<file path="src/rtl/xbar_rr_scheduler.sv">
// Per-egress round-robin packet scheduler for the 4-input crossbar: each egress locks to one ingress from first beat to EOP.
// Define XBAR_SCHED_STATS_EN to add per-egress pkt_cnt / stall_cnt counters.
//
// state  | meaning
// IDLE   | egress free; arbitrates among requesters naming it, no beat moves
// LOCKED | egress owned by out_sel; beats pass until the owner's EOP transfers
module xbar_rr_scheduler #(
    parameter int NUM_IN  = 4,
    parameter int NUM_OUT = 6,
    parameter int DST_W   = 3,
    parameter int SEL_W   = 2
) (
    input  logic                     clk,
    input  logic                     rst,
    input  logic [NUM_IN-1:0]        req,
    input  logic [NUM_IN*DST_W-1:0]  req_dst,
    input  logic [NUM_IN-1:0]        req_eop,
    input  logic [NUM_OUT-1:0]       out_rdy,
    output logic [NUM_IN-1:0]        gnt,
    output logic [NUM_OUT-1:0]       out_wr,
    output logic [NUM_OUT*SEL_W-1:0] out_sel,
    output logic [NUM_OUT-1:0]       out_busy,
`ifdef XBAR_SCHED_STATS_EN
    output logic [NUM_OUT*16-1:0]    pkt_cnt,
    output logic [NUM_OUT*16-1:0]    stall_cnt,
`endif
    output logic                     dst_err
);
    typedef enum logic {IDLE = 1'b0, LOCKED = 1'b1} state_e;

    logic [NUM_IN-1:0] owned;
    logic [NUM_IN-1:0] bad_dst;

    // An input that already owns a locked egress may not compete for another one.
    always_comb begin
        owned = '0;
        for (int o = 0; o < NUM_OUT; o++)
            if (out_busy[o]) owned[out_sel[o*SEL_W +: SEL_W]] = 1'b1;
    end

    always_comb begin
        gnt = '0;
        for (int o = 0; o < NUM_OUT; o++)
            if (out_wr[o]) gnt[out_sel[o*SEL_W +: SEL_W]] = 1'b1;
    end

    always_comb begin
        bad_dst = '0;
        for (int i = 0; i < NUM_IN; i++)
            bad_dst[i] = req[i] && (int'(req_dst[i*DST_W +: DST_W]) >= NUM_OUT);
    end

    always_ff @(posedge clk or negedge rst) begin
        if (!rst)
            dst_err <= 1'b0;
        else if (|bad_dst)
            dst_err <= 1'b1;
    end

    for (genvar o = 0; o < NUM_OUT; o++) begin : g_egr
        state_e            state_q, state_d;
        logic [SEL_W-1:0]  sel_q, sel_d, ptr_q, ptr_d, pick, owner_nxt;
        logic [NUM_IN-1:0] cand;
        logic [DST_W-1:0]  own_dst;
        logic              own_req, own_eop, hit, last_beat;

        always_comb begin
            cand = '0;
            for (int i = 0; i < NUM_IN; i++)
                cand[i] = req[i] && !owned[i] && (int'(req_dst[i*DST_W +: DST_W]) == o);
        end

        // First candidate at or after ptr, wrapping modulo NUM_IN.
        always_comb begin
            int               idx;
            logic [SEL_W-1:0] idx_s;
            pick  = '0;
            hit   = 1'b0;
            idx   = 0;
            idx_s = '0;
            for (int j = 0; j < NUM_IN; j++) begin
                idx = int'(ptr_q) + j;
                if (idx >= NUM_IN) idx = idx - NUM_IN;
                idx_s = SEL_W'(idx);
                if (!hit && cand[idx_s]) begin
                    pick = idx_s;
                    hit  = 1'b1;
                end
            end
        end

        always_comb begin
            own_req = 1'b0;
            own_eop = 1'b0;
            own_dst = '0;
            for (int i = 0; i < NUM_IN; i++)
                if (sel_q == SEL_W'(i)) begin
                    own_req = req[i];
                    own_eop = req_eop[i];
                    own_dst = req_dst[i*DST_W +: DST_W];
                end
        end

        assign out_busy[o]               = (state_q == LOCKED);
        assign out_sel[o*SEL_W +: SEL_W] = sel_q;
        assign out_wr[o]  = out_busy[o] && own_req && out_rdy[o] && (int'(own_dst) == o);
        assign last_beat  = out_wr[o] && own_eop;
        assign owner_nxt  = (sel_q == SEL_W'(NUM_IN - 1)) ? '0 : sel_q + 1'b1;

        always_comb begin
            state_d = state_q;
            sel_d   = sel_q;
            ptr_d   = ptr_q;
            case (state_q)
                IDLE: begin
                    if (hit) begin
                        state_d = LOCKED;
                        sel_d   = pick;
                    end
                end
                LOCKED: begin
                    if (last_beat) begin
                        state_d = IDLE;
                        ptr_d   = owner_nxt;
                    end
                end
                default: state_d = IDLE;
            endcase
        end

        always_ff @(posedge clk or negedge rst) begin
            if (!rst) begin
                state_q <= IDLE;
                sel_q   <= '0;
                ptr_q   <= '0;
            end else begin
                state_q <= state_d;
                sel_q   <= sel_d;
                ptr_q   <= ptr_d;
            end
        end

`ifdef XBAR_SCHED_STATS_EN
        logic [15:0] pkt_q, stall_q;

        // Packet count wraps; stall count saturates.
        always_ff @(posedge clk or negedge rst) begin
            if (!rst) begin
                pkt_q   <= '0;
                stall_q <= '0;
            end else begin
                if (last_beat)
                    pkt_q <= pkt_q + 16'd1;
                if (out_busy[o] && own_req && !out_rdy[o] && (stall_q != 16'hFFFF))
                    stall_q <= stall_q + 16'd1;
            end
        end

        assign pkt_cnt[o*16 +: 16]   = pkt_q;
        assign stall_cnt[o*16 +: 16] = stall_q;
`endif
    end

endmodule
</file>
<file path="config.mk">
export PLATFORM = sky130hd
export DESIGN_NAME = xbar_rr_scheduler
export DESIGN_NICKNAME = d
export VERILOG_FILES = /design/src/rtl/xbar_rr_scheduler.sv
export SDC_FILE = /design/constraint.sdc
export NUM_CORES = 1
export LEC_CHECK = 0
export BUFFER_PORTS_ARGS = -buffer_cell sky130_fd_sc_hd__buf_2
export CAP_MARGIN = 20
export CORE_ASPECT_RATIO = 1.2
export CORE_MARGIN = 2
export CORE_UTILIZATION = 55
export DETAILED_ROUTE_END_ITERATION = 8
export HOLD_SLACK_MARGIN = 0.03
export PLACE_DENSITY_LB_ADDON = 0.1
export SYNTH_ARGS = -nofsm -noshare
export SYNTH_HDL_FRONTEND = slang
export SYNTH_SLANG_ARGS = --single-unit
</file>
<file path="constraint.sdc">
create_clock -name clk -period 3.2 [get_ports clk]
set_input_delay 0.32 -clock clk [delete_from_list [all_inputs] [get_ports clk]]
set_output_delay 0.32 -clock clk [all_outputs]
set_load 0.01 [all_outputs]
</file>
-- Yosys cells after proc, flatten, opt, wreduce, memory -nomap -nowiden
Index checks and enable logic that the tools add are counted.
Widths: inputs -> output; s select.
- word-level logic and storage cells: 556
- input bits: 28
- register bits after elaboration: 31
- output and inout bits: 29
- $lt $le $gt $ge: 64
- equality and inequality tests: 43
- bitwise operators: 16
- $add $sub $neg: 48
- multiplexer cells: 240
- reduce and logical (&&, ||, !) cells: 126
- operators by type and width (cell ; number):
    $mux 1 ; 114
    $mux 2 ; 54
    $lt 2x3->1 const B ; 30
    $logic_and 1x1->1 ; 80
    $mux 3 ; 24
    $ge 3x3->1 const B ; 22
    $eq 3x3->1 const B ; 20
    $bmux 1 s2 ; 24
    $mux 4 ; 12
    $sub 2x1->2 const B ; 24
    $or 4x4->4 ; 10
    $add 2x2->3 const B ; 12
    $eq 2x2->1 const B ; 12
    $reduce_and 2->1 ; 12
    $logic_not 1->1 ; 22
    $add 2x1->3 const B ; 6
    $ge 2x3->1 const B ; 6
    $eq 3x2->1 const B ; 5
    $logic_not 3->1 ; 5
    $add 2x1->2 const B ; 6
    $demux 1 s2 ; 6
    $eq 2x1->1 const B ; 6
    $ge 2x1->1 const B ; 6
    $logic_not 2->1 ; 6
    other kinds (3) ; 13

-- Depth between registers and ports, before layout
- depth in word-level cells: 32
- mapped depth: 8
- mapped depth without buffers: 8

-- Worst setup path before layout
OpenSTA, ideal clock, no wires.
- path type: flip-flop to flip-flop
- start point: register g_egr[0].sel_q[0]
- end point: register g_egr[1].sel_q[0]
- data required time: 3.075 ns
- path slack: 0.902 ns
- path buffers: 0
- stages on the path, launching flop included: 7
- library setup time: 0.125 ns
- arrival: 2.174 ns
- clock period less this slack: 2.298 ns
- path through: dfrtp_1 > inv_1 > ha_1 > a22o_1 > or4_4 > a31oi_1 > mux2_2
- word-level cells in the longest chain between the ends: 31
- elaborated cells between the ends (all ways): 51
- classes of those cells: 2 x order compare; 24 x mux; 5 x bitwise; 20 x reduce/logical
- ends and longest elaborated chain (item ; RTL line ; text):
    start: declaration ; 62 ; logic [SEL_W-1:0] sel_q, sel_d, ptr_q, ptr_d, pick, owner_nxt;
    start signal: assignment ; 138 ; sel_q <= sel_d;
    $lt 2x3->1 (not written as such) / $ge 2x1->1 (equally long branches) ; 38 ; if (out_busy[o]) owned[out_sel[o*SEL_W +: SEL_W]] = 1'b1;
    $logic_and 1x1->1 (not written as such) ; 38 ;
    $mux 1 (not written as such) ; 38 ;
    $demux 1 s2 (*) ; 38 ;
    $mux 4 (*) ; 38 ;
    $or 4x4->4 (no source line) ; - ;
    $mux 4 (*) ; 38 ;
    $or 4x4->4 (no source line) ; - ;
    (+15 left out) ; - ;
    $mux 1 ; 85 ; if (!hit && cand[idx_s]) begin
    $logic_not 1->1 ; 85 ;
    $logic_and 1x1->1 ; 85 ;
    $mux 1 ; 85 ;
    $logic_not 1->1 ; 85 ;
    $logic_and 1x1->1 ; 85 ;
    $mux 1 ; 85 ;
    $reduce_and 2->1 (no source line) ; - ;
    end signal: assignment ; 138 ;
    end: declaration ; 62 ;
Every way passes the cells marked *; elsewhere a longest branch is shown, timed or not. The select of a mux whose other input is x is not followed.
A chain may end at the register's enable or synchronous reset.

-- Final worst setup path
- start point: register g_egr[2].sel_q[1]
- end point: output port gnt[0]
- word-level cells in the longest chain between the ends: 15
- elaborated cells between the ends (all ways): 29
- classes of those cells: 2 x order compare; 4 x eq/ne; 14 x mux; 4 x bitwise; 5 x reduce/logical
- ends and longest elaborated chain (item ; RTL line ; text):
    start: declaration ; 62 ;
    start signal: assignment ; 138 ;
    branches (longest 8 deep; another with $lt 2x3->1) ; - ;
    $mux 4 (*) ; 44 ; if (out_wr[o]) gnt[out_sel[o*SEL_W +: SEL_W]] = 1'b1;
    $or 4x4->4 (no source line) ; - ;
    $mux 4 (*) ; 44 ;
    $or 4x4->4 (no source line) ; - ;
    $mux 4 (*) ; 44 ;
    $or 4x4->4 (no source line) ; - ;
    $mux 4 (*) ; 44 ;
    end: declaration ; 19 ; output logic [NUM_IN-1:0] gnt,
Every way passes the cells marked *.

==> impl_metrics.env <==
export IMPL_dieArea_sq_um=6867
export IMPL_cts_setup_buffers=0
export IMPL_power_share_switching_pct=49.53
export IMPL_syn_num_nets=460
export IMPL_category_of_the_worst_setup_path_capture_point="primary output"
export IMPL_maxCapViolations=0
export IMPL_synth_enable_flop_cells=0
export IMPL_ctsHtreeMaxLevel=2
export IMPL_global_route_usage_met3_pct=6.000
export IMPL_finalClockSkew_ns=0.01252
export IMPL_firstDrtPassIters=7
export IMPL_final_max_slew_violation_count=0
export IMPL_power_switching_mw=1.400
export IMPL_gpl_final_weighted_congestion=1.057
export IMPL_area_delta_synth_final_pct=10.83
export IMPL_ctsHoldBuffers=0
export IMPL_crit_path_cell_trace="inv_1 -> ha_1 -> nand3b_1 -> a211o_1 -> a21oi_1 -> a222oi_1 -> nand2_1 -> buf_2"
export IMPL_tritoncts_clock_tree="built"
export IMPL_antenna_found_initial=0
export IMPL_insertion_delay_ns=0.30
export IMPL_chipHeight_microns=90.38
export IMPL_synth_flop_cell="sky130_fd_sc_hd__dfrtp_1"
export IMPL_fin_setup_tns_ns=0
export IMPL_asyncSetResetFlopFracSynth_pct=100.0
export IMPL_total_congestion_overflow_after_global_routing=0
export IMPL_ant_nets=0
export IMPL_detailedRoute_firstIterationViolations=358
export IMPL_numClockSinks=31
export IMPL_grt_pass1_wl_microns=16710
export IMPL_drt_drc_violations_left=0
export IMPL_hold_class="primary input to asynchronous set/reset pin"
export IMPL_power_share_combinational_pct=56.1
export IMPL_gr_usage_met1_pct=37.64
export IMPL_grt_util_met2_pct=50.74
export IMPL_timing_critical_path_slowest_stage_cell="sky130_fd_sc_hd__a21oi_1"
export IMPL_finalHoldViolCount=0
export IMPL_starting_utilization_of_the_core_area_pct=56.88
export IMPL_largest_net_degree_at_the_start_of_global_routing=32
export IMPL_max_stage_delay_ns=0.51
export IMPL_final_core_util_pct=63.04
export IMPL_clk_slew_on_worst_s_h_paths_ns=0.08
export IMPL_yosys_register_bits=31
export IMPL_post_synth_cell_area_avg_sq_um=8.381
export IMPL_groute_usage_overall_pct=30.12
export IMPL_placement_rows=31
export IMPL_critPathMaxFanout=7
export IMPL_place_port_buffers=56
export IMPL_first_global_vias=3370
export IMPL_power_report_internal_total_mw=1.426
export IMPL_average_routed_wire_per_standard_cell_microns=19.84
export IMPL_slew_headroom_pct=52.30
export IMPL_portion_of_total_power_attributed_to_sequential_cells_pct=29.3
export IMPL_outcome="finished clean"
export IMPL_setup_slack_ns=0.3246
export IMPL_cts_inserted_buffers=5
export IMPL_startpoint_type_of_the_worst_setup_path="flop"
export IMPL_layout_worst_path_cycle_share_pct=89.85
export IMPL_core_sq_um=6012
export IMPL_max_vdd_ir_drop_uv=352.0
export IMPL_grt_setup_unrepaired="false"
export IMPL_drive_above_1_share_pct=21.59
export IMPL_num_nets_final=505
export IMPL_fmaxAchievable_mhz=347.8
export IMPL_detailed_place_hpwl_microns=8144
export IMPL_postSynthCellCount=408
export IMPL_tightest_slew_ns=0.7155
export IMPL_power_per_cell_area_nw_per_um2=745.7
export IMPL_pre_cts_ws_ns=0.6412
export IMPL_worstSetupPathType="flop to primary output"
export IMPL_vias_cell=6.769
export IMPL_worst_endpoint_arrival_ns=2.56
export IMPL_chipWidth_microns=75.98
export IMPL_setup_violations=0
export IMPL_synth_cell_types=78
export IMPL_yosys_warnings=0
export IMPL_cts_buffer_depth=2
export IMPL_static_leakage_power_nw=1.601
export IMPL_cp_required_ns=2.88
export IMPL_grt_busiest_layer="met2"
export IMPL_antenna_cells=0
export IMPL_io_pins=57
export IMPL_clockRootBuffer="sky130_fd_sc_hd__clkbuf_8"
export IMPL_route_final_wire_length_microns=10630
export IMPL_clkPwrFrac_pct=14.7
export IMPL_period_needed_ns=2.875
export IMPL_mappedNetlistArea_sq_um=3420
export IMPL_vias=3628
export IMPL_yosysSeqAreaShare_pct=22.69
export IMPL_cts_resized_gates=0
==> layout make-up <==
type,count,area [sq um]
multi-input cells,330,2405
inverters,29,108.9
clock buffers,6,82.58
fillers,541,2222
repair buffers,56,280.3
clock inverters,2,35.03
flip-flops and latches,31,775.7
well taps,82,102.6
==> critical path, delay by kind of cell (launching register included) <==
kind | cells | cell delay [ns]
AO/OA/AOI/OAI | 3 | 1.03
flip-flops | 1 | 0.41
AND/OR/NAND/NOR | 2 | 0.31
adder cells (fa/ha/maj) | 1 | 0.28
buffers and inverters | 2 | 0.23
==> through the flow <==
step / instance area [sq um] / total power, mW / hold WS [ns] / cells
2_1_floorplan: 3420 / 1.964 / 0.02441 / 408
3_3_place_gp: 3672 / 2.338 / 0.4162 / 528
3_5_place_dp: 3672 / 2.372 / 0.4216 / 528
4_1_cts: 3790 / 2.795 / 0.1009 / 536
5_1_grt: 3790 / 3.026 / 0.1446 / 536
6_report: 3790 / 2.826 / 0.06671 / 536
==> power groups by stage <==
stage,Sequential [mW],Combinational [mW],Clock (mW)
2_1_floorplan,0.726,1.24,0
3_3_place_gp,0.816,1.52,0
3_5_place_dp,0.825,1.55,0
4_1_cts,0.818,1.55,0.423
5_1_grt,0.863,1.72,0.439
6_report,0.827,1.58,0.415
==> metal layers <==
layer / share of wire (%) / vias up
met4: 3.3 / 0
met5: 0 / -
met3: 8.7 / 32
li1: - / 1659
met2: 47 / 209
met1: 41 / 1728
==> kinds of logic after synthesis <==
group / count (synthesis) / share of synthesized area (%)
compound gates: 128 / 26.89
mux: 14 / 4.464
flops: 31 / 22.69
fa+ha+maj: 24 / 8.782
simple gates: 164 / 30.19
buf+inv: 47 / 6.989
==> flip-flops by register name (all words and copies together) (netlist names) <==
name and flops:
g_egr.sel_q 12, g_egr.state_q 6, g_egr.ptr_q 12, dst_err 1
==> worst paths after layout <==
path | start | end | slack (ns) | cells past startpoint
setup reg to reg | g_egr[3].sel_q[1] | g_egr[0].sel_q[1] | 0.60 | 8
max in group asynchronous | rst | g_egr[5].ptr_q[0] | 2.66 | 1
hold / removal | rst | g_egr[2].state_q | 0.07 | 1
hold reg to reg | dst_err | dst_err | 0.49 | 2
setup / recovery | g_egr[2].sel_q[1] | gnt[0] | 0.32 | 8
min in group clk | req_dst[2] | dst_err | 0.36 | 3
==> Yosys cell counts (all sizes together) (6+ instances only) <==
master	number	area [sq um]
nor3	9	50.05
nor2b	7	43.79
buf	14	95.09
nand2	29	108.9
nand4b	6	52.55
a221oi	8	76.32
nand4	14	93.84
inv	29	108.9
mux2	10	112.6
o21ai	24	123.9
a21oi	22	110.1
nand3	14	80.08
a21boi	6	48.80
dfrtp	31	775.7
ha	24	300.3
a22oi	22	178.9
nand2b	7	43.79
nor2	31	123.9
==> placed cells by master (no fill, tap or decap), drive strengths merged, types with 4 or more instances in the layout <==
cell / Yosys / final
buf: 14 / 56
dfrtp: 31 / 31
nor2: 31 / 31
inv: 29 / 29
nand2: 29 / 29
ha: 24 / 24
o21ai: 24 / 24
a21oi: 22 / 22
a22oi: 22 / 22
nand4: 14 / 14
nand3: 14 / 14
mux2: 10 / 10
nor3: 9 / 9
a221oi: 8 / 8
nand2b: 7 / 7
nor2b: 7 / 7
nand4b: 6 / 6
clkbuf: 4 / 6
a21boi: 6 / 6
o31ai: 5 / 5
a31oi: 5 / 5
o22ai: 5 / 5
nor3b: 5 / 5
and2: 5 / 5
nor4: 5 / 5
and4bb: 4 / 4
a222oi: 4 / 4
mux2i: 4 / 4
Note: power is estimated with default switching activity, not from simulation.
